[config.mk]
export PLATFORM = sky130hd
export DESIGN_NAME = vga_scan_driver
export DESIGN_NICKNAME = d
export VERILOG_FILES = /design/src/rtl/vga_pkg.sv /design/src/rtl/vga_scan_driver_delay_line.sv /design/src/rtl/vga_scan_driver.sv
export SDC_FILE = /design/constraint.sdc
export NUM_CORES = 1
export LEC_CHECK = 0
export BUFFER_PORTS_ARGS = -buffer_cell sky130_fd_sc_hd__buf_2
export CAP_MARGIN = 10
export CORE_MARGIN = 3
export CORE_UTILIZATION = 52
export DETAILED_ROUTE_END_ITERATION = 12
export GPL_TIMING_DRIVEN = 0
export PLACE_DENSITY = 0.75
export SLEW_MARGIN = 20
export SYNTH_ARGS = -nofsm -noshare
export SYNTH_HDL_FRONTEND = slang
export SYNTH_SLANG_ARGS = --single-unit
[constraint.sdc]
create_clock -name clk -period 1.9 [get_ports clk]
set_input_delay 0.095 -clock clk [delete_from_list [all_inputs] [get_ports clk]]
set_output_delay 0.095 -clock clk [all_outputs]
set_load 0.02 [all_outputs]
[src/rtl/vga_pkg.sv]
// rtl/vga_pkg.sv - shared 640x480@60 scan bounds and RGB444 helpers
package vga_pkg;

    typedef logic [11:0] rgb12_t;

    localparam int VGA_H_VISIBLE = 640;
    localparam int VGA_H_FRONT   = 16;
    localparam int VGA_H_SYNC    = 96;
    localparam int VGA_H_BACK    = 48;
    localparam int VGA_V_VISIBLE = 480;
    localparam int VGA_V_FRONT   = 10;
    localparam int VGA_V_SYNC    = 2;
    localparam int VGA_V_BACK    = 33;

    localparam int H_TOTAL = VGA_H_VISIBLE + VGA_H_FRONT + VGA_H_SYNC + VGA_H_BACK;
    localparam int V_TOTAL = VGA_V_VISIBLE + VGA_V_FRONT + VGA_V_SYNC + VGA_V_BACK;

    function automatic logic [3:0] rgb_r(input rgb12_t c);
        return c[11:8];
    endfunction

    function automatic logic [3:0] rgb_g(input rgb12_t c);
        return c[7:4];
    endfunction

    function automatic logic [3:0] rgb_b(input rgb12_t c);
        return c[3:0];
    endfunction

endpackage

[src/rtl/vga_scan_driver_delay_line.sv]
// rtl/vga_scan_driver_delay_line.sv - enabled shift register with synchronous reset value
module vga_delay_line #(
    parameter int                 WIDTH     = 4,
    parameter int                 DEPTH     = 1,
    parameter logic [WIDTH-1:0]   RESET_VAL = '0
) (
    input  logic             clk,
    input  logic             rst,
    input  logic             en,
    input  logic [WIDTH-1:0] din,
    output logic [WIDTH-1:0] dout
);

    logic [WIDTH-1:0] stage [DEPTH];

    always_ff @(posedge clk) begin
        if (rst) begin
            for (int i = 0; i < DEPTH; i++) begin
                stage[i] <= RESET_VAL;
            end
        end else if (en) begin
            stage[0] <= din;
            for (int i = 1; i < DEPTH; i++) begin
                stage[i] <= stage[i-1];
            end
        end
    end

    assign dout = stage[DEPTH-1];

endmodule

[src/rtl/vga_scan_driver.sv]
// rtl/vga_scan_driver.sv - VGA timing master: pixel tick, scan counters, aligned RGB/sync pins
module vga_scan_driver
    import vga_pkg::*;
#(
    parameter int     CLK_DIV   = 4,
    parameter int     H_VISIBLE = VGA_H_VISIBLE,
    parameter int     H_FRONT   = VGA_H_FRONT,
    parameter int     H_SYNC    = VGA_H_SYNC,
    parameter int     H_BACK    = VGA_H_BACK,
    parameter int     V_VISIBLE = VGA_V_VISIBLE,
    parameter int     V_FRONT   = VGA_V_FRONT,
    parameter int     V_SYNC    = VGA_V_SYNC,
    parameter int     V_BACK    = VGA_V_BACK,
    parameter int     PIPE_LAT  = 1,
    parameter rgb12_t BG_COLOR  = 12'h000
) (
    input  logic        clk,
    input  logic        rst,
    output logic [9:0]  h_cnt,
    output logic [9:0]  v_cnt,
    output logic        pix_en,
    input  logic [11:0] pixel_in,
    input  logic        pixel_valid,
    output logic [3:0]  vga_r,
    output logic [3:0]  vga_g,
    output logic [3:0]  vga_b,
    output logic        hsync,
    output logic        vsync,
    output logic        video_on,
    output logic        frame_start
);

    localparam int H_TOT = H_VISIBLE + H_FRONT + H_SYNC + H_BACK;
    localparam int V_TOT = V_VISIBLE + V_FRONT + V_SYNC + V_BACK;

    localparam logic [9:0] H_LAST     = 10'(H_TOT - 1);
    localparam logic [9:0] V_LAST     = 10'(V_TOT - 1);
    localparam logic [9:0] H_VIS      = 10'(H_VISIBLE);
    localparam logic [9:0] V_VIS      = 10'(V_VISIBLE);
    localparam logic [9:0] HS_START   = 10'(H_VISIBLE + H_FRONT);
    localparam logic [9:0] HS_END     = 10'(H_VISIBLE + H_FRONT + H_SYNC);
    localparam logic [9:0] VS_START   = 10'(V_VISIBLE + V_FRONT);
    localparam logic [9:0] VS_END     = 10'(V_VISIBLE + V_FRONT + V_SYNC);
    localparam logic [3:0] DIV_LAST   = 4'(CLK_DIV - 1);

    logic [3:0] div_cnt;
    logic       hs_raw, vs_raw, on_raw;
    logic       hs_d, vs_d, on_d, valid_d;
    rgb12_t     rgb;

    // pix_en is registered from the divider, so the first strobe after
    // release lands exactly CLK_DIV clocks later, including CLK_DIV=1.
    always_ff @(posedge clk) begin
        if (rst) begin
            div_cnt <= '0;
            pix_en  <= 1'b0;
        end else begin
            pix_en  <= (div_cnt == DIV_LAST);
            div_cnt <= (div_cnt == DIV_LAST) ? 4'd0 : div_cnt + 4'd1;
        end
    end

    always_ff @(posedge clk) begin
        if (rst) begin
            h_cnt <= '0;
            v_cnt <= '0;
        end else if (pix_en) begin
            if (h_cnt == H_LAST) begin
                h_cnt <= '0;
                v_cnt <= (v_cnt == V_LAST) ? 10'd0 : v_cnt + 10'd1;
            end else begin
                h_cnt <= h_cnt + 10'd1;
            end
        end
    end

    assign hs_raw = !((h_cnt >= HS_START) && (h_cnt < HS_END));
    assign vs_raw = !((v_cnt >= VS_START) && (v_cnt < VS_END));
    assign on_raw = (h_cnt < H_VIS) && (v_cnt < V_VIS);

    assign frame_start = pix_en && (h_cnt == H_LAST) && (v_cnt == V_LAST);

    // Timing flags wait out the generators' read latency so they meet pixel_in.
    vga_delay_line #(
        .WIDTH     (4),
        .DEPTH     (PIPE_LAT),
        .RESET_VAL (4'b1100)
    ) u_align (
        .clk  (clk),
        .rst  (rst),
        .en   (pix_en),
        .din  ({hs_raw, vs_raw, on_raw, pixel_valid}),
        .dout ({hs_d, vs_d, on_d, valid_d})
    );

    always_ff @(posedge clk) begin
        if (rst) begin
            rgb      <= '0;
            hsync    <= 1'b1;
            vsync    <= 1'b1;
            video_on <= 1'b0;
        end else if (pix_en) begin
            rgb      <= on_d ? (valid_d ? pixel_in : BG_COLOR) : 12'h000;
            hsync    <= hs_d;
            vsync    <= vs_d;
            video_on <= on_d;
        end
    end

    assign vga_r = rgb_r(rgb);
    assign vga_g = rgb_g(rgb);
    assign vga_b = rgb_b(rgb);

endmodule

Word-level counts from Yosys, hierarchy flattened
Memories as Yosys holds them, arrays and structs flattened.
Index checks and enable logic that the tools add are counted.
- memories: 1
- input port bits: 15
- logic and storage cells: 42
- output and inout port bits: 37
- register bits: 40
- bits in writable memories: 4
- memories (name ; depth ; width ; read ports ; clocked after Yosys merged registers in ; wr ports ; RTL line ; RTL):
    u_align.stage ; 1 ; 4 ; 1 ; 0 ; 1 ; vga_scan_driver_delay_line.sv:14 ; logic [WIDTH-1:0] stage [DEPTH];
- $lt $le $gt $ge: 6
- reductions and logical operators: 10
- eq/ne operators: 3
- multiplexer cells: 11
- $add $sub $neg: 3
- operators with widths (operator ; number):
    two-way mux 12 bit ; 2
    adder 10 x 1 -> 10 bit (second input constant) ; 2
    == test 10 bit (second input constant) ; 2
    < comparator 10 bit (second input constant) ; 2
    < comparator 10 x 9 -> 1 bit (second input constant) ; 2
    two-way mux 10 bit ; 2
    >= comparator 10 bit (second input constant) ; 1
    >= comparator 10 x 9 -> 1 bit (second input constant) ; 1
    two-way mux 1 bit ; 6
    logical AND 1 bit ; 5
    adder 4 x 1 -> 4 bit (second input constant) ; 1
    == test 4 x 2 -> 1 bit (second input constant) ; 1
    two-way mux 4 bit ; 1
    OR reduction 4 bit ; 1
    logical NOT 1 bit ; 2
    AND reduction 2 bit ; 1
    OR reduction 2 bit ; 1

Depth between registers and ports, before layout
Gate-level depths: netlist of the first run.
- depth after elaboration: 5
- depth in mapped cells: 6
- depth with buffers taken out: 6

Cells and area by module
A second synthesis of the first run with hierarchy kept.
- cell total of the unflattened synthesis: 213
- area, all modules: 1939.4 µm²
- modules (own cells, without submodules) (module ; times used ; area an instance (µm²) ; seq. area each (µm²) ; cells an instance):
    vga_scan_driver ; 1 ; 1775.5 ; 800.8 ; 204
    vga_delay_line ; 1 ; 163.9 ; 120.1 ; 9

Least setup slack after synthesis of the first run
No wires, ideal clock.
- kind: register to register
- start point: register h_cnt[1]
- end point: register v_cnt[8]
- setup slack: 84 ps
- setup time: 70 ps
- path buffers: 0
- data required time: 1830 ps
- cell stages (with the launch flop): 6
- arrival time: 1746 ps
- period minus slack after synthesis: 1816 ps
- path through: dfxtp_1 ha_1 and4_4 nand3_1 or4_1 a21oi_1
- word-level cells in the longest chain between the ends: 2
- ends and longest elaborated chain (element ; RTL line ; RTL):
    start, declared ; vga_scan_driver.sv:19 ; output logic [9:0] h_cnt,
    start signal, assigned ; vga_scan_driver.sv:72 ; h_cnt <= h_cnt + 10'd1;
    == test 10 bit ; vga_scan_driver.sv:68 ; if (h_cnt == H_LAST) begin
    AND reduction 2 bit (no source line) ; -- ;
    end signal, assigned ; vga_scan_driver.sv:70 ; v_cnt <= (v_cnt == V_LAST) ? 10'd0 : v_cnt + 10'd1;
    end, declared ; vga_scan_driver.sv:20 ; output logic [9:0] v_cnt,
Every way passes these cells.
A chain may end at the register's enable or synchronous reset.

Final worst setup path of the first run
- start point: register v_cnt[5]
- end point: output frame_start
- word-level cells in the longest chain between the ends: 2
- ends and longest elaborated chain (element ; RTL line ; RTL):
    == test 10 bit ; vga_scan_driver.sv:81 ; assign frame_start = pix_en && (h_cnt == H_LAST) && (v_cnt == V_LAST);
    logical AND 1 bit ; vga_scan_driver.sv:81 ;
    end, declared ; vga_scan_driver.sv:30 ; output logic frame_start
Every way passes these cells.

==> reports/summary.txt, run 1 <==
Clock Sink Count - 44
final setup fails - 0
final wirelength - 4480 um
number of I/O pins - 52
initial antenna violation count - 0
first-pass GRT wire length - 6990 um
routed wire length per instance - 14.3 um
internal power - 1.41 mW
Max Clock Skew - 0.00713 ns
via count - 1696
# fillers - 291
Initial DRC Count - 67
status - complete, no violations
Max clock buf depth - 2
critical path class - reg2out
Reg2Reg Setup Slack - 0.07 ns
Worst-Margin Slew - 0.549 ns
Psw - 383 uW
vias in the first global route - 1516
total of max-cap violations - 0
Synth cell types - 40
Cells after Synth - 201
sw frac - 0.213
CP cell instances - or3_1 -> or4_4 -> nor2_4 -> buf_6
min cycle time layout - 1.85 ns
Ant. Diodes - 0
global-route met1 utilization - 0.261
Row Count - 21
DRC Markers - 0
Max Clock Freq - 0.540 GHz
DP HPWL - 3050 um
cts bufs inserted - 5
Core Box Area - 3470 um2
Startpoint Class - register
static leakage - 1.01 nW
CTS clock-pin slew for the worst setup and hold paths - 0.08 ns
die height - 67.3 um
Nets - 288
Synth Register Bits - 44
largest net degree at the start of global routing - 15
met3 Usage GRT - 0.0483
Top delay family on crit path - simple AND/OR/NAND/NOR gates
hold path cells - 2
Buf/Inv on CP - 1
Final Hold Fails - 0
r2r endpoint - v_cnt[9]
pwr/cell area - 720 nW/um2
CP endpoint kind - output pin
clock power share - 0.423
grt met2 use - 0.329
Crit path largest cell delay - 0.51 ns
die width - 67.3 um
Initial Util - 0.563
TritonCTS clock tree - done
syn_area_per_cell - 9.72 um2
CP max-delay cell - or4_4
share of cells above drive strength 1 - 0.313
total die area - 4530 um2
reg2reg path depth - 5
CTS H-tree lvls - 2
Peak VDD IR - 430 uV
antenna viol nets, final - 0
Warnings, synthesis - 0
Flop pwr share - 0.531
clk_lat worst skew - 0.30 ns
Final TNS setup - 0 ns
syn_nets - 222
PortBufs - 50
part of the Yosys area used for sequential elements - 0.471
Pre-antenna DRT Iters - 4
Inst Count DP - 297
Hold WC Path Type - in2reg
RR Startpoint - h_cnt[0]
Tcrit/Tclk final - 0.975
Comb pwr share - 0.046
Slew Viols, Final - 0
clock root buffer master - clkbuf_8
area delta synth->final - 27.7%
Syn Std Cell Area - 1950 um2
routed via count divided by cell count - 5.40
fin cells - 314
arrival time worst endpoint - 1.76 ns
routability cong. - 0.883
Hold EP - rgb[1]
Min-Delay Startpoint - pixel_in[1]
GR Overflow Total - 0
Max FO, Critical Path - 4
Overall Global Routing Usage - 0.207
global routing's busiest layer - met2
Max transition margin - 0.634
Required @ worst endpoint - 1.80 ns
what timing repair did:
action                     in CTS  in global routing
pin swaps                       0                  1
setup endpoints to repair       1                 11
hold endpoints to repair        4                  1
gates resized for setup         5                  9
setup buffers                   0                  4
hold buffers                    4                  1
Yosys cell counts:
| library cell | instances | share of area |
|---|---|---|
| o31ai_1 | 3 | 0.012 |
| buf_6 | 1 | 0.0058 |
| nor4_4 | 1 | 0.011 |
| or4_4 | 1 | 0.0058 |
| o21bai_4 | 1 | 0.0096 |
| clkbuf_1 | 5 | 0.0096 |
| xor2_1 | 5 | 0.022 |
| nand3b_1 | 2 | 0.0077 |
| buf_2 | 3 | 0.0077 |
| nor4b_1 | 1 | 0.0045 |
| and4_4 | 1 | 0.0058 |
| nor2_1 | 20 | 0.038 |
| nand2b_1 | 6 | 0.019 |
| ha_1 | 6 | 0.038 |
| nand4_1 | 8 | 0.026 |
| or3_1 | 2 | 0.0064 |
| inv_1 | 7 | 0.013 |
| nand4_2 | 1 | 0.0064 |
| and2_1 | 1 | 0.0032 |
| nor4_2 | 1 | 0.0064 |
| edfxtp_1 | 4 | 0.062 |
| mux2i_1 | 2 | 0.010 |
| nand3_1 | 10 | 0.026 |
| a22o_1 | 12 | 0.054 |
| nor3_4 | 1 | 0.0083 |
| a31oi_1 | 1 | 0.0032 |
| xnor2_1 | 7 | 0.031 |
| and3_1 | 2 | 0.0064 |
| nor2b_1 | 3 | 0.0096 |
| nand2_1 | 11 | 0.021 |
| or4_1 | 3 | 0.012 |
| a21oi_1 | 12 | 0.031 |
| o21ai_0 | 2 | 0.0051 |
| or3_4 | 1 | 0.0058 |
| dfxtp_1 | 40 | 0.41 |
| nor4_1 | 2 | 0.0064 |
| a211o_1 | 2 | 0.0090 |
| nor3_1 | 6 | 0.015 |
| and4_1 | 1 | 0.0045 |
| nor3b_1 | 3 | 0.012 |
worst max path at each step:
stage	start	endpoint	slack, ns	depth (start not counted)
2_1_floorplan	h_cnt[1]	v_cnt[8]	0.08	5
4_1_cts	v_cnt[0]	frame_start	0.003	6
3_5_place_dp	h_cnt[0]	v_cnt[8]	0.04	5
3_3_place_gp	h_cnt[0]	v_cnt[8]	0.07	5
5_1_grt	v_cnt[5]	frame_start	-0.009	4
6_report	v_cnt[5]	frame_start	0.05	4
worst register-to-register path: cells and delay by family, from the launching register on:
kind | cells | cell delay, ns
and+or+nand+nor | 3 | 1.00
DFF | 1 | 0.39
adders and majority gates | 1 | 0.23
AOI/OAI and AO/OA | 1 | 0.15
flip-flops by register name, summed over array words and instances (netlist names):
name,cells
vsync,1
u_align.stage,4
v_cnt,10
pix_en,1
h_cnt,10
div_cnt,4
rgb,12
video_on,1
hsync,1
power groups by stage:
stage	sequential [mW]	combinational [mW]	clock [mW]
after floorplan	0.980	0.0385	0
after global placement	0.976	0.0724	0
after detailed placement	0.976	0.0732	0
after CTS	0.954	0.0798	0.762
after global routing	0.955	0.0908	0.806
final	0.953	0.0823	0.759
cells by family (layout without fill, tap and decap cells):
family,count (synthesis),count (layout),share of synthesized area
xor+xnor,12,12,0.0538
flops,44,44,0.471
fa+ha+maj,6,6,0.0384
compound gates,33,33,0.123
mux,2,2,0.0103
simple gates,88,88,0.266
buf+inv,16,83,0.0365
per-stage QoR:
| stage | instance area (um2) | utilization | hold WS [ns] | setup WS, ns | power (mW) |
|---|---|---|---|---|---|
| after floorplan | 1950 | - | 0.221 | 0.0841 | 1.02 |
| after global placement | 2260 | 0.652 | 0.305 | 0.0748 | 1.05 |
| after detailed placement | 2260 | 0.652 | 0.314 | 0.0396 | 1.05 |
| after CTS | 2430 | 0.700 | 0.000693 | 0.00347 | 1.80 |
| after global routing | 2490 | 0.719 | 0.00517 | -0.00917 | 1.85 |
| final | 2490 | 0.719 | 0.00269 | 0.0468 | 1.79 |
area by class of cell:
class	count	area, um2	share of cell area
multi-input cells	141	976	0.391
inverters	7	26.3	0.0105
repair buffers	59	337	0.135
plain buffers	9	45.0	0.0181
clock buffers	6	82.6	0.0331
well taps	46	57.6	0.0231
clock inverters	2	38.8	0.0156
flip-flops and latches	44	931	0.373
metal layers:
metal / vias to the layer above / share of wire / wire [um]
met4: 0 / 0.020 / 88
met2: 45 / 0.47 / 2120
met3: 10 / 0.049 / 221
met1: 783 / 0.46 / 2050
li1: 858 / - / -
met5: - / 0 / 0
cell usage in the layout, fill, tap and decap left out, drive strengths merged:
| cell type | netlist | routed |
|---|---|---|
| buf | 4 | 58 |
| dfxtp | 40 | 40 |
| nor2 | 20 | 20 |
| a21oi | 12 | 12 |
| a22o | 12 | 12 |
| nand2 | 11 | 11 |
| clkbuf | 5 | 11 |
| nand3 | 10 | 10 |
| nand4 | 9 | 9 |
| xnor2 | 7 | 7 |
| inv | 7 | 7 |
| nor3 | 7 | 7 |
| nand2b | 6 | 6 |
| ha | 6 | 6 |
| xor2 | 5 | 5 |
| dlygate4sd3 | 0 | 5 |
| edfxtp | 4 | 4 |
| or4 | 4 | 4 |
| nor4 | 4 | 4 |
| nor3b | 3 | 3 |
| nor2b | 3 | 3 |
| o31ai | 3 | 3 |
| or3 | 3 | 3 |
| o21ai | 2 | 2 |
| nand3b | 2 | 2 |
| and3 | 2 | 2 |
| a211o | 2 | 2 |
| mux2i | 2 | 2 |
| and4 | 2 | 2 |
| and2 | 1 | 1 |
| o21bai | 1 | 1 |
| nor4b | 1 | 1 |
| a31oi | 1 | 1 |
| clkinv | 0 | 1 |
| bufinv | 0 | 1 |
Note: power is estimated with default switching activity, not from simulation.
==> inputs of run 2 (changes only) <==
--- a/config.mk
+++ b/config.mk
@@ -6,13 +6,14 @@
 export NUM_CORES = 1
 export LEC_CHECK = 0
-export BUFFER_PORTS_ARGS = -buffer_cell sky130_fd_sc_hd__buf_2
 export CAP_MARGIN = 10
 export CORE_MARGIN = 3
-export CORE_UTILIZATION = 52
+export CORE_UTILIZATION = 60
 export DETAILED_ROUTE_END_ITERATION = 12
+export DONT_BUFFER_PORTS = 1
 export GPL_TIMING_DRIVEN = 0
-export PLACE_DENSITY = 0.75
+export PLACE_DENSITY = 0.72
 export SLEW_MARGIN = 20
 export SYNTH_ARGS = -nofsm -noshare
 export SYNTH_HDL_FRONTEND = slang
+export SYNTH_HIERARCHICAL = 1
 export SYNTH_SLANG_ARGS = --single-unit
==> constraint.sdc (replaced) <==
create_clock -name clk -period 1.9 [get_ports clk]
set_input_delay 0.285 -clock clk [delete_from_list [all_inputs] [get_ports clk]]
set_output_delay 0.285 -clock clk [all_outputs]
set_load 0.02 [all_outputs]
==> run 2 against run 1 <==
The flow now finishes with violations (setup timing). Power is 12% lower. Hold slack improved by 0.054 ns. Clock skew increased by 0.00087 ns. Non-clock buffer count down 52. Maximum frequency is 8.6% lower. Sequential power increased by 0.6%. Critical path depth increased by 2. Critical endpoint unchanged.
==> reports/summary.txt, run 2 <==
CP endpoint kind - output pin
Tcrit/Tclk final - 1.07 (+0.0923)
final setup fails - 4 (+4)
sw frac - 0.219 (+0.00584)
CTS H-tree lvls - 2 (unchanged)
TritonCTS clock tree - done
Flop pwr share - 0.605 (+0.074)
total of max-cap violations - 0 (unchanged)
Max Clock Freq - 0.493 GHz (-8.6%)
Biggest register - rgb
Peak VDD IR - 399 uV (-7.3%)
largest area contributor in the synthesized netlist - dfxtp_1
static leakage - 0.781 nW (-23%)
Final TNS setup - -0.282 ns (-0.282 ns)
Reg2Reg Setup Slack - -0.09 ns (-0.16 ns)
Inst Count DP - 257 (-13%)
die height - 62.9 um (-6.6%)
PnR worst setup slack - -0.129 ns (-0.175 ns)
CTS clock-pin slew for the worst setup and hold paths - 0.13 ns (+0.05 ns)
Core Box Area - 3080 um2 (-11%)
Synth cell types - 36 (-10%)
status - complete, but fails checks
min cycle time layout - 2.03 ns (+0.175 ns)
Max FO, Critical Path - 5 (+1)
cts bufs inserted - 5 (unchanged)
syn_nets - 234 (+5.4%)
max reg flops - 12 (unchanged)
Worst-Margin Slew - 0.523 ns (-0.0260 ns)
Post-synth top cells - 40 x dfxtp_1, 30 x nor2_1, 21 x a21oi_1, 15 x nor2b_1, 9 x nand2_1
Clock Sink Count - 44 (unchanged)
number of synthesized flops with an enable pin - 4 (unchanged)
Main synth FF type - dfxtp_1
most frequent cells in the layout - 29 x nor2_1, 25 x dfxtp_1, 17 x a21oi_1
reg2reg path depth - 7 (+2)
most common cell after layout, fill and taps aside - nor2_1
Syn Std Cell Area - 1940 um2 (-0.70%)
top flop regs - rgb: 12 flops, h_cnt: 10 flops, v_cnt: 10 flops
syn_area_per_cell - 9.10 um2 (-6.3%)
fin cells - 272 (-13%)
Initial Util - 0.630 (+0.0669)
Row Count - 20 (-4.8%)
routed wire length per instance - 15.4 um (+8.3%)
Overall Global Routing Usage - 0.221 (+0.0146)
Max Clock Skew - 0.00801 ns (+0.000873 ns)
Finished Core Util - 0.733 (+0.0144)
first-pass GRT wire length - 6960 um (-0.39%)
die width - 62.9 um (-6.6%)
critical path class - reg2out
RSZ-0062 raised after global routing - yes
placed cell area - 2000 um2 (-12%)
vias in the first global route - 1488 (-1.8%)
routability cong. - 0.790 (-10%)
Initial DRC Count - 75 (+12%)
Min-Delay Startpoint - pixel_in[6]
Hold WS - 0.0571 ns (+0.0544 ns)
total die area - 3950 um2 (-13%)
GR Overflow Total - 0 (unchanged)
Hold WC Path Type - in2reg
number of I/O pins - 52 (unchanged)
PortBufs - 0 (-100%)
Nets - 248 (-14%)
Max clock buf depth - 2 (unchanged)
Required @ worst endpoint - 1.62 ns (-0.18 ns)
Comb pwr share - 0.031 (-0.015)
pwr/cell area - 702 nW/um2 (-2.5%)
initial antenna violation count - 0 (unchanged)
clock root buffer master - clkbuf_4
final wirelength - 4200 um (-6.2%)
Final Hold Fails - 0 (unchanged)
arrival time worst endpoint - 1.74 ns (-0.02 ns)
hold path cells - 2 (unchanged)
post-synth top area share - 0.413 (+0.00291)
area delta synth->final - 16.4%
Startpoint Class - register
DP HPWL - 2790 um (-8.3%)
Warnings, synthesis - 6 (+6)
clk_lat worst skew - 0.36 ns (+0.06 ns)
dominant cells by area after synthesis - dfxtp_1 41%, edfxtp_1 6.2%, nor2_1 5.8%
Pre-antenna DRT Iters - 4 (unchanged)
Ant. Diodes - 0 (unchanged)
r2r endpoint - v_cnt[8]
Synth Register Bits - 44 (unchanged)
pre-CTS setup slack - -0.286 ns (-0.326 ns)
Final Power - 1.58 mW (-12%)
largest net degree at the start of global routing - 15 (unchanged)
via count - 1570 (-7.4%)
Post-synth ARST share - 0 (unchanged)
Max transition margin - 0.651 (+0.0173)
Psw - 347 uW (-9.3%)
Finished Cell Area - 2260 um2 (-9.5%)
Hold EP - rgb[6]
routed via count divided by cell count - 5.77 (+6.9%)
clock power share - 0.364 (-0.059)
Cells after Synth - 213 (+6.0%)
part of the Yosys area used for sequential elements - 0.475 (+0.00335)
DRC Markers - 0 (unchanged)
most frequent cell after synthesis - dfxtp_1
share of cells above drive strength 1 - 0.211 (-0.103)
antenna viol nets, final - 0 (unchanged)
Slew Viols, Final - 0 (unchanged)
RR Startpoint - h_cnt[1]
failing checks - setup timing
internal power - 1.24 mW (-12%)
## run 2: changes by cell type in the layout (fill, tap and decap cells not counted), sizes merged, moves of 3 or more
cell and change:
a21oi +9, a22o -12, buf -48, dlygate4sd3 -5, nand2b -4, nand4 -3, nor2 +10, nor2b +12
nor3 -3, o21ai +4
## run 2: power groups by stage
stage / clock network [mW] / registers, mW / logic [mW]
2_1_floorplan: 0 / 0.982 / 0.0363
3_3_place_gp: 0 / 0.984 / 0.0438
3_5_place_dp: 0 / 0.984 / 0.0463
4_1_cts: 0.586 / 0.960 / 0.0465
5_1_grt: 0.627 / 0.962 / 0.0553
6_report: 0.577 / 0.959 / 0.0486
## run 2: metal layers
metal | part of all wire | global-route usage | vias up
li1 | - | - | 767
met1 | 0.41 | 0.248 | 721
met2 | 0.49 | 0.374 | 70
met3 | 0.074 | 0.0845 | 12
met4 | 0.025 | 0.0937 | 0
met5 | 0 | 0 | -
## run 2: worst max-delay path: stages (launching register included)
cell and delay [ns]:
dfxtp_4 0.44, ha_4 0.15, and3_4 0.19, nand4_1 0.15
buf_6 0.18, clkbuf_16 0.14, nor2_4 0.14
## run 2: cell type report
type,instances,area [um2]
buffer,9,70.1
timing repair buffer,7,52.6
inverter,6,22.5
clock buffer,5,37.5
multi-input combinational,154,1030
fill,233,821
tap,44,55.1
sequential,44,950
clock inverter,3,42.5
## run 2: how the worst max path moves through the flow
stage               startpoint           to  cells past startpoint
CTS                   h_cnt[1]  frame_start                      6
detailed placement    h_cnt[1]  frame_start                      6
global route          h_cnt[1]  frame_start                      6
global placement      h_cnt[1]  frame_start                      6
finish                h_cnt[1]  frame_start                      6
floorplan             h_cnt[1]  frame_start                      6
## run 2: logic make-up after synthesis
kind of cell / share of synthesized area
AND/OR/NAND/NOR: 0.287
XOR/XNOR: 0.0497
adder cells (fa/ha/maj): 0.0387
buffers and inverters: 0.0335
multiplexers: 0.0161
AO/OA/AOI/OAI: 0.100
flip-flops: 0.475
## run 2: timing repair
| item | in CTS | in global routing |
|---|---|---|
| setup buffers | 7 | 0 |
| pin swaps | 8 | 6 |
| gates resized for setup | 24 | 16 |
| endpoints found under the setup margin | 11 | 11 |
| hold buffers | 0 | 0 |
| gates cloned | 0 | 0 |
==> inputs of run 3 (changes only) <==
CORE_ASPECT_RATIO = 1.1   (was not set)
==> run 3 against run 2 <==
The flow still finishes with violations (setup timing). Sequential share of layout area fell by 0.28 points. Critical path depth did not move. Non-clock buffer count did not move. Highest routed layer unchanged.
==> reports/summary.txt, run 3 (synthesis results as in run 2) <==
status - complete, but fails checks
failing checks - setup timing
die width - 60.2 um (-4.2%)
Hold WC Path Type - in2reg
met3 Usage GRT - 0.0923 (+0.00781)
critical path class - reg2out
Reg2Reg Setup Slack - -0.05 ns (+0.04 ns)
CTS H-tree lvls - 2 (unchanged)
Final Hold Fails - 0 (unchanged)
share of cells above drive strength 1 - 0.240 (+0.0296)
most frequent cells in the layout - 29 x nor2_1, 24 x dfxtp_1, 17 x a21oi_1
placed cell area - 1990 um2 (-0.63%)
Nets - 249 (+0.40%)
Ant. Diodes - 0 (unchanged)
TritonCTS clock tree - done
# fillers - 235 (+0.86%)
PnR worst setup slack - -0.109 ns (+0.0196 ns)
Finished Cell Area - 2290 um2 (+1.6%)
global-route met1 utilization - 0.276 (+0.0285)
Buf/Inv on CP - 2 (unchanged)
reg2reg path depth - 7 (unchanged)
global routing's busiest layer - met2
Clock Sink Count - 44 (unchanged)
die height - 65.6 um (+4.4%)
most common cell after layout, fill and taps aside - nor2_1
Max Clock Skew - 0.0111 ns (+0.00311 ns)
number of I/O pins - 52 (unchanged)
RSZ-0062 raised after global routing - yes
CP cell instances - ha_4 -> and3_4 -> nand4_1 -> buf_6 -> clkbuf_16 -> nor2_4
initial antenna violation count - 0 (unchanged)
pwr/cell area - 699 nW/um2 (-0.36%)
Crit path largest cell delay - 0.44 ns (about the same)
vias in the first global route - 1575 (+5.8%)
Tcrit/Tclk final - 1.06 (-0.0103)
Peak VDD IR - 653 uV (+64%)
CP endpoint kind - output pin
Initial Util - 0.631 (+0.000769)
Pre-antenna DRT Iters - 4 (unchanged)
Row Count - 21 (+5.0%)
CP max-delay cell - dfxtp_4
Slew Viols, Final - 0 (unchanged)
Max FO, Critical Path - 5 (unchanged)
final wirelength - 4480 um (+6.5%)
first-pass GRT wire length - 7220 um (+3.8%)
cts bufs inserted - 5 (unchanged)
r2r endpoint - v_cnt[8]
GR Overflow Total - 0 (unchanged)
Top delay family on crit path - simple AND/OR/NAND/NOR gates
total die area - 3950 um2 (about the same)
Max Clock Freq - 0.498 GHz (+0.97%)
routed wire length per instance - 17.0 um (+10%)
arrival time worst endpoint - 1.72 ns (-0.02 ns)
Startpoint Class - register
top flop regs - rgb: 12 flops, h_cnt: 10 flops, v_cnt: 10 flops
Required @ worst endpoint - 1.62 ns (about the same)
antenna viol nets, final - 0 (unchanged)
Worst-Margin Slew - 0.507 ns (-0.0162 ns)
Initial DRC Count - 96 (+28%)
DP HPWL - 2900 um (+3.7%)
routability cong. - 0.752 (-4.9%)
static leakage - 0.803 nW (+2.9%)
final setup fails - 4 (unchanged)
Core Box Area - 3070 um2 (-0.12%)
Max clock buf depth - 2 (unchanged)
total of max-cap violations - 0 (unchanged)
Max transition margin - 0.662 (+0.0108)
max reg flops - 12 (unchanged)
area delta synth->final - 18.3%
Biggest register - rgb
clk_lat worst skew - 0.37 ns (about the same)
routed via count divided by cell count - 6.11 (+5.8%)
CTS clock-pin slew for the worst setup and hold paths - 0.13 ns (about the same)
RR Startpoint - h_cnt[0]
min cycle time layout - 2.01 ns (-0.0195 ns)
Final Power - 1.60 mW (+1.2%)
largest net degree at the start of global routing - 16 (+1)
Hold EP - rgb[2]
PortBufs - 0 (unchanged)
grt met2 use - 0.409 (+0.0353)
Overall Global Routing Usage - 0.245 (+0.0240)
hold path cells - 2 (unchanged)
via count - 1606 (+2.3%)
clock root buffer master - clkbuf_4
Min-Delay Startpoint - pixel_in[2]
DRC Markers - 0 (unchanged)
==> run 3: final cells by class <==
class                           instances  area [um2]  area share
Buffer                                  9        70.1      0.0306
Sequential cell                        44         958       0.418
Multi-Input combinational cell        155        1060       0.464
Timing Repair Buffer                    7        52.6      0.0229
Clock buffer                            5        37.5      0.0164
Tap cell                               34        42.5      0.0185
Inverter                                6        22.5     0.00982
Clock inverter                          3        46.3      0.0202
==> run 3: layer usage <==
layer  vias to the layer above  share of wire
li1                        771              -
met1                       756           0.37
met2                        68           0.53
met3                        11          0.081
met4                         0          0.021
met5                         -              0
==> run 3: worst max path at each step <==
stage	slack, ns	to	startpoint	cells after the start
after global placement	-0.22	frame_start	h_cnt[1]	6
after floorplan	0.005	frame_start	h_cnt[1]	6
after global routing	-0.22	frame_start	h_cnt[0]	6
after detailed placement	-0.26	frame_start	h_cnt[1]	6
final	-0.11	frame_start	h_cnt[0]	6
after CTS	-0.13	frame_start	h_cnt[1]	6
==> run 3: worst reg2reg max path: stages, from the launching register on <==
cell and delay, ns:
dfxtp_4 0.44, ha_4 0.16, and3_4 0.18, nand4_1 0.13
buf_6 0.18, buf_4 0.17, or4_4 0.52, a21oi_2 0.13
==> run 3: repair_timing <==
action / 4_1_cts / 5_1_grt
endpoints found under the setup margin: 11 / 11
setup buffers: 5 / 2
pin swaps: 8 / 4
cloned: 0 / 1
hold buffers: 0 / 0
gates resized for setup: 25 / 23
==> run 3: metrics by stage <==
stage	setup TNS [ns]	hold slack [ns]	utilization	setup slack, ns	cells
CTS	-0.180	0.0436	0.711	-0.134	260
finish	-0.198	0.0508	0.746	-0.109	263
floorplan	0	0.424	-	0.00502	213
global placement	-1.02	0.429	0.646	-0.223	247
detailed placement	-1.41	0.437	0.646	-0.257	247
global route	-0.733	0.0387	0.746	-0.220	263
==> run 3: power breakdown <==
part	switching [mW]	internal, mW
registers	0.0162	0.939
clock network	0.316	0.281
logic	0.0307	0.0206
